==> src/rtl/fetch_pc_unit_pkg.sv <==
// Shared types and constants for the fetch-stage next-PC generator and its BHT.
package fetch_pc_unit_pkg;

  localparam int unsigned PC_WIDTH = 32;

  typedef logic [PC_WIDTH-1:0] pc_t;

  localparam pc_t RESET_PC = '0;

  // 2-bit saturating branch counter encodings
  typedef enum logic [1:0] {
    SNT = 2'b00,
    WNT = 2'b01,
    WT  = 2'b10,
    ST  = 2'b11
  } bht_cnt_e;

  localparam bht_cnt_e BHT_RESET = WNT;

  // Saturating step of a 2-bit counter toward taken or not-taken.
  function automatic logic [1:0] bht_next(input logic [1:0] cur, input logic taken);
    if (taken) begin
      return (cur == ST) ? ST : cur + 2'd1;
    end else begin
      return (cur == SNT) ? SNT : cur - 2'd1;
    end
  endfunction

endpackage

==> src/rtl/fetch_pc_unit_bht_2bit.sv <==
// Untagged table of 2-bit saturating branch counters: one async read port,
// one synchronous update port, asynchronous active-low clear to weakly not-taken.
module bht_2bit
  import fetch_pc_unit_pkg::*;
#(
  parameter int unsigned IDX_W = 4
) (
  input  logic             clk,
  input  logic             reset,
  input  logic [IDX_W-1:0] rd_idx,
  output logic             rd_taken,
  input  logic             upd_en,
  input  logic [IDX_W-1:0] upd_idx,
  input  logic             upd_taken
);

  localparam int unsigned ENTRIES = 2 ** IDX_W;

  logic [1:0] cnt_q [ENTRIES];

  // Read returns the pre-update value; a same-cycle write shows up next cycle.
  assign rd_taken = cnt_q[rd_idx][1];

  // Counter storage: clear all entries on reset, saturating update on resolve.
  always_ff @(posedge clk or negedge reset) begin
    if (!reset) begin
      for (int unsigned i = 0; i < ENTRIES; i++) begin
        cnt_q[i] <= BHT_RESET;
      end
    end else if (upd_en) begin
      cnt_q[upd_idx] <= bht_next(cnt_q[upd_idx], upd_taken);
    end
  end

endmodule

==> src/rtl/fetch_pc_unit.sv <==
// Fetch-stage next-PC generator: BTB+BHT prediction, execute-stage
// misprediction recovery with flush, and a saturating mispredict counter.
module fetch_pc_unit #(
  parameter int unsigned         PC_WIDTH = 32,
  parameter int unsigned         IDX_W    = 4,
  parameter logic [PC_WIDTH-1:0] RESET_PC = PC_WIDTH'(fetch_pc_unit_pkg::RESET_PC),
  parameter int unsigned         CNT_W    = 16
) (
  input  logic                clk,
  input  logic                reset,
  input  logic                stall_F,
  input  logic                btb_hit_F,
  input  logic [PC_WIDTH-1:0] btb_target_F,
  input  logic                resolve_valid_E,
  input  logic [PC_WIDTH-1:0] resolve_pc_E,
  input  logic                resolve_taken_E,
  input  logic [PC_WIDTH-1:0] resolve_target_E,
  input  logic                pred_taken_E,
  input  logic [PC_WIDTH-1:0] pred_target_E,
  output logic [PC_WIDTH-1:0] pc_F,
  output logic                pred_taken_F,
  output logic [PC_WIDTH-1:0] pred_target_F,
  output logic                flush_DE,
  output logic [CNT_W-1:0]    mispredict_cnt
);

  import fetch_pc_unit_pkg::*;

  logic [PC_WIDTH-1:0] pc_q, pc_d;
  logic [PC_WIDTH-1:0] pc_plus1;
  logic [PC_WIDTH-1:0] recovery_pc;
  logic                bht_taken;
  logic                mispredict;
  logic [CNT_W-1:0]    cnt_q;

  bht_2bit #(
    .IDX_W (IDX_W)
  ) u_bht (
    .clk       (clk),
    .reset     (reset),
    .rd_idx    (pc_q[IDX_W-1:0]),
    .rd_taken  (bht_taken),
    .upd_en    (resolve_valid_E),
    .upd_idx   (resolve_pc_E[IDX_W-1:0]),
    .upd_taken (resolve_taken_E)
  );

  assign pc_plus1      = pc_q + PC_WIDTH'(1);
  assign pred_taken_F  = btb_hit_F & bht_taken;
  assign pred_target_F = pred_taken_F ? btb_target_F : pc_plus1;

  // A taken branch predicted taken can still be wrong if the target differs.
  assign mispredict = resolve_valid_E &
                      ((resolve_taken_E != pred_taken_E) |
                       (resolve_taken_E & pred_taken_E & (resolve_target_E != pred_target_E)));
  assign flush_DE   = mispredict;

  assign recovery_pc = resolve_taken_E ? resolve_target_E : resolve_pc_E + PC_WIDTH'(1);

  // Next-PC select: redirect beats stall, stall beats prediction.
  always_comb begin
    pc_d = pred_target_F;
    if (mispredict) begin
      pc_d = recovery_pc;
    end else if (stall_F) begin
      pc_d = pc_q;
    end
  end

  // Fetch PC register.
  always_ff @(posedge clk or negedge reset) begin
    if (!reset) begin
      pc_q <= RESET_PC;
    end else begin
      pc_q <= pc_d;
    end
  end

  // Misprediction performance counter, saturating at all-ones.
  always_ff @(posedge clk or negedge reset) begin
    if (!reset) begin
      cnt_q <= '0;
    end else if (mispredict && (cnt_q != {CNT_W{1'b1}})) begin
      cnt_q <= cnt_q + CNT_W'(1);
    end
  end

  assign pc_F           = pc_q;
  assign mispredict_cnt = cnt_q;

endmodule

==> config.mk <==
export PLATFORM = sky130hd
export DESIGN_NAME = fetch_pc_unit
export DESIGN_NICKNAME = d
export VERILOG_FILES = /design/src/rtl/fetch_pc_unit_pkg.sv /design/src/rtl/fetch_pc_unit_bht_2bit.sv /design/src/rtl/fetch_pc_unit.sv
export SDC_FILE = /design/constraint.sdc
export NUM_CORES = 1
export LEC_CHECK = 0
export ABC_AREA = 1
export ABC_CLOCK_PERIOD_IN_PS = 4000
export CAP_MARGIN = 10
export CORE_ASPECT_RATIO = 2
export CORE_MARGIN = 2
export CORE_UTILIZATION = 53
export DETAILED_ROUTE_END_ITERATION = 8
export PLACE_DENSITY = 0.88
export SLEW_MARGIN = 20
export SYNTH_ARGS = -nofsm -noshare
export SYNTH_HDL_FRONTEND = slang
export SYNTH_HIERARCHICAL = 1
export SYNTH_SLANG_ARGS = --single-unit
export TNS_END_PERCENT = 10
==> constraint.sdc <==
create_clock -name clk -period 4 [get_ports clk]
set_input_delay 0.6 -clock clk [delete_from_list [all_inputs] [get_ports clk]]
set_output_delay 0.6 -clock clk [all_outputs]
set_load 0.005 [all_outputs]
Word-level counts from Yosys, hierarchy flattened --
Cells that the tools add are included.
Storage, ports and cells: flip-flop bits (word level) 80, output and inout port bits 82, logic and storage cells 58, bits of input ports 135
Operators by class: reduce and logical (&&, ||, !) cells 3, add/sub/neg operators 5, bitwise operators 7, multiplexer cells 17, equal/unequal tests 5, magnitude comparators 3
Operator list (number):
- 2-to-1 mux 32 bit | 4
- adder 32 x 1 -> 32 bit (second input constant) | 2
- bitwise mux 32 bit | 1
- inequality test 32 bit | 1
- 2-to-1 mux 2 bit | 9
- adder 16 x 1 -> 16 bit (second input constant) | 1
- binary-select mux 2 bit (select 4 bit) | 2
- inequality test 16 bit (second input constant) | 1
- >= comparator 5 bit (second input constant) | 2
- inverter 4 -> 5 bit | 2
- demux 2 bit (select 4 bit) | 1
- less-than comparator 5 x 1 -> 1 bit (second input constant) | 1
- AND 1 bit | 4
- adder 2 x 1 -> 2 bit (second input constant) | 1
- equality test 2 bit (second input constant) | 1
- logical AND 1 bit | 2
- zero test 2 bit | 1
- inequality test 2 x 1 -> 1 bit (second input constant) | 1
- subtractor 2 x 1 -> 2 bit (second input constant) | 1
- inequality test 1 bit | 1
- OR 1 bit | 1

Depth between registers and ports, before layout --
depth in word-level cells 9, depth in mapped cells 15, gate-level depth less buffers 14

Cells and area by module --
The synthesis kept the hierarchy.
By module, submodules not included:
- fetch_pc_unit | cells each 976, seq. area each 1201.2 um2, instances 1, area each 5604.1 um2
- bht_2bit | cells each 305, seq. area each 820.8 um2, instances 1, area each 2018.2 um2

Worst setup path before layout --
No wires, ideal clock.
path type flip-flop to output port, start point register pc_q[0] (netlist: pc_F[0]), end point output port pred_target_F[3], buffers on the path 3, cell stages (with the launch flop) 11, data required time 3.400 ns, arrival 2.043 ns, slack 1.357 ns, cell sequence dfrtp_1 > buf_1 > mux2i_1 > o21ai_0 > o211ai_1 > nand2_1 > nand2_1 > buf_2 > clkbuf_1 > nand3_1 > nand2_1
On the way: longest elaborated chain between the ends 6, elaborated cells between the ends (all ways) 7, those cells by class add/sub: 1; mux: 4; bitwise: 2
RTL lines:
- start, declared | line fetch_pc_unit.sv:29 | logic [PC_WIDTH-1:0] pc_q, pc_d;
- start signal, assigned | line fetch_pc_unit.sv:75 | pc_q <= pc_d;
- inverter 4 -> 5 bit (implied by the code) | line fetch_pc_unit_bht_2bit.sv:22 | assign rd_taken = cnt_q[rd_idx][1];
- binary-select mux 2 bit (select 4 bit) | line fetch_pc_unit_bht_2bit.sv:22
- 2-to-1 mux 2 bit (implied by the code) (2 in series) | line fetch_pc_unit_bht_2bit.sv:22
- net bht_taken | line fetch_pc_unit.sv:32 | logic bht_taken;
- AND 1 bit | line fetch_pc_unit.sv:49 | assign pred_taken_F = btb_hit_F & bht_taken;
- 2-to-1 mux 32 bit | line fetch_pc_unit.sv:50 | assign pred_target_F = pred_taken_F ? btb_target_F : pc_plus1;
- end, declared | line fetch_pc_unit.sv:22 | output logic [PC_WIDTH-1:0] pred_target_F,
The timed path passes the listed nets, and every way through them passes these cells. The select of a mux whose other input is x is not followed.

Worst setup path after layout --
start point register pc_q[0] (netlist: pc_F[0]), end point output port pred_target_F[9]
The elaborated chain is that of the path after synthesis.

==> summary.md <==
| Metric | Value |
|---|---|
| Outcome | `finished clean` |
| Post-synth EDFFs | `0` |
| Inserted Diodes | `0` |
| Top area cells in the synthesized netlist | `nand2_1 26%, dfrtp_1 21%, nand3_1 8.9%` |
| Layout area overhead | `33.1%` |
| Post-Synthesis Cell Area | `about 7600 um^2` |
| Clock slew at reported path FFs | `approximately 70 ps` |
| Cell taking the most area after synthesis | `nand2_1` |
| Share of layout cells above drive strength 1 | `between 6 and 7%` |
| Clock Skew | `8.98 ps` |
| Arr. time, crit path | `~3200 ps` |
| Total power draw | `around 4.0 mW` |
| Nets | `about 1.6k` |
| Routed wire length per instance | `15.4 um` |
| CTS tree | `done` |
| Worst Path Required | `3400 ps` |
| Root Buffer | `clkbuf_16` |
| GR Util All Layers | `about a third` |
| Hold Crit Class | `in -> async` |
| Router iterations before antenna repair | `5` |
| Synth Area in Adders | `less than 1%` |
| Critical Path Fanout Max | `19` |
| Most frequent cells in the layout | `522 x nand2_1, 214 x clkdlybuf4s50_1, 136 x nand3_1` |
| I/O Pins | `roughly 220` |
| Clock sink count | `80` |
| Syn Area/Cell | `5.95 um^2` |
| Setup WS post-layout | `between 200 and 250 ps` |
| GRT overflow | `0` |
| Number of global-route vias before repair | `between 8k and 9k` |
| Post-CTS Resized | `0` |
| Worst VDD drop | `approximately 0.3 mV` |
| Final Hold Fails | `0` |
| Detailed-route via count | `approximately 9.1k` |
| # port buffers | `216` |
| RSZ-0062 raised after global routing | `false` |
| Die area | `between 15000 and 20000 um^2` |
| Post-place instance area | `between 9000 and 10000 um^2` |
| Initial antenna violation count | `0` |
| Worst Max-Slew Pin Slew | `between 900 and 1000 ps` |
| Max Transition Viols Final | `0` |
| Die Wd | `a little under 90 um` |
| Iteration-0 DRC count of the detailed router | `approximately 750` |
| Synth warnings | `6` |
| Fin util | `a little over 70%` |
| Standard-cell rows | `a little over 60` |
| MaxCap Viol Count | `0` |
| Compound-cell area share of the yosys netlist | `6.43%` |
| H-Tree Depth | `3` |
| Largest family of logic cells by synthesized area | `simple AND/OR/NAND/NOR gates` |
| Primary FF master, synth | `dfrtp_1` |
| Inst Count DP | `about 1.7k` |
| Yosys top cell area share | `between 20% and 30%` |
| Final ANT Viol Nets | `0` |
| Cells after Synth | `~1.3k` |
| Routed vias/inst | `around 5.4` |
| Largest net degree at the start of global routing | `around 70` |
| Leak | `between 4 and 5 nW` |
| Finish-stage setup viols | `0` |
| Max-slew headroom | `36.4%` |
| Initial core utilization | `around 54%` |
| Core box area | `14200 um^2` |
| Final min period | `3760 ps` |
| Synth cell types | `37` |
| Drt total wl | `25800 um` |
| Dpl hpwl | `just over 20000 um` |
| Setup crit start kind | `flop` |
| Final Non-Filler Cells | `about 1.7k` |
| Post-Synth Simple-Gate Area | `roughly half` |
| Pre-CTS setup slack | `approximately 310 ps` |
| Async SR Flop Fraction | `100%` |
| Fmax | `0.266 GHz` |
| Yosys reg bits | `80` |
| Design area | `between 10000 and 15000 um^2` |
| Syn Nets | `1420` |
| Type of the worst setup path | `reg -> out` |
| Post-route clock period utilization | `between 90 and 100%` |
| First-pass GRT wire length | `40900 um` |
| GP Congestion | `between 1 and 1.5` |
| Multiplexer area fraction after synthesis | `less than 1%` |
| Worst hold slack | `about 320 ps` |
| XOR/XNOR Fraction of Synth Area | `under 10%` |
| Crit path capture type | `output port` |
| Worst skew pair latency | `roughly 350 ps` |
| CTS buffer count | `9` |
| Sequential fraction of the synthesis area | `26.5%` |
| PwrDens | `just under 400 nW/um^2` |
| Setup tns final | `0 ps` |
| Maximum clock insertion buffer count | `2` |
| Most common cell after layout, fill and taps aside | `nand2_1` |
| Postcts setup bufs | `0` |
| Die Height | `174 um` |
| CTS Hold Buffers Added | `0` |
| Residual DRC | `0` |
-- final cells by class --
cell class                 instances  area (um^2)
clock buffer                       9          225
clock inverter                     7         85.1
fill                            1273         4050
inverter                         132          495
multi-input combinational       1025         4850
sequential                        80         2020
tap                              192          240
timing repair buffer             225         2220
-- final timing paths --
| check | slack, ps | cells after the start | startpoint | end |
|---|---|---|---|---|
| worst max-delay path | 240 | 11 | pc_F[0] | pred_target_F[9] |
| worst min-delay path | 320 | 1 | reset | pc_F[25] |
| worst max register to register | 1430 | 12 | pc_F[0] | pc_F[10] |
| worst min register to register | 470 | 2 | u_bht/cnt_q[6] | u_bht/cnt_q[6] |
| max in group asynchronous | 2870 | 2 | reset | pc_F[10] |
| min in group clk | 470 | 2 | u_bht/cnt_q[6] | u_bht/cnt_q[6] |
-- kinds of logic (layout without fill, tap and decap cells) --
family	after synthesis	after routing
AND/OR/NAND/NOR	869	869
adder cells (fa/ha/maj)	4	4
XOR/XNOR	58	58
flip-flops	80	80
buffers and inverters	176	373
multiplexers	4	4
AO/OA/AOI/OAI	90	90
-- worst max-delay path, cell delays in order, from the launching register on --
cell,delay (ps)
dfrtp_2,560
o21ai_0,290
a21oi_1,100
o21ai_0,100
o211ai_1,110
nand2_1,100
nand2_1,70
inv_1,460
buf_4,240
nand2_1,50
o21ai_1,170
clkdlybuf4s50_1,560
-- power by group --
| part | switching, mW | internal (mW) |
|---|---|---|
| clock | 0.380 | 0.497 |
| sequential | 0.269 | 1.02 |
| combinational | 0.891 | 0.916 |
| total | 1.54 | 2.43 |
-- cell usage after synthesis, types with 2 or more instances --
master / number
nand2_1: 522
nand3_1: 136
inv_1: 128
nor2_1: 106
dfrtp_1: 64
o21ai_0: 48
xnor2_1: 41
nand4_1: 22
a21oi_1: 21
clkbuf_1: 20
nand2_2: 19
xor2_1: 17
dfstp_2: 16
nand3b_1: 14
nor3_1: 13
buf_2: 12
nor2_2: 9
o21ai_1: 9
or2_2: 9
buf_6: 8
nor2_4: 6
a21boi_0: 4
ha_1: 4
inv_2: 4
mux2i_1: 4
nand2_4: 4
nor3_2: 4
buf_4: 3
nor4_1: 3
o211ai_1: 3
o21a_1: 2
-- registers in the layout (all words and copies together), names as in the netlist --
| name | cells |
|---|---|
| mispredict_cnt | 16 |
| pc_F | 32 |
| u_bht/cnt_q | 32 |
-- layer usage --
layer	wire, um	GRT usage, %
met5	0	0
met4	1050	14.4
met3	1950	4.24
met2	12700	55.4
met1	10000	42.3
Power figures use the tool's default switching activity.
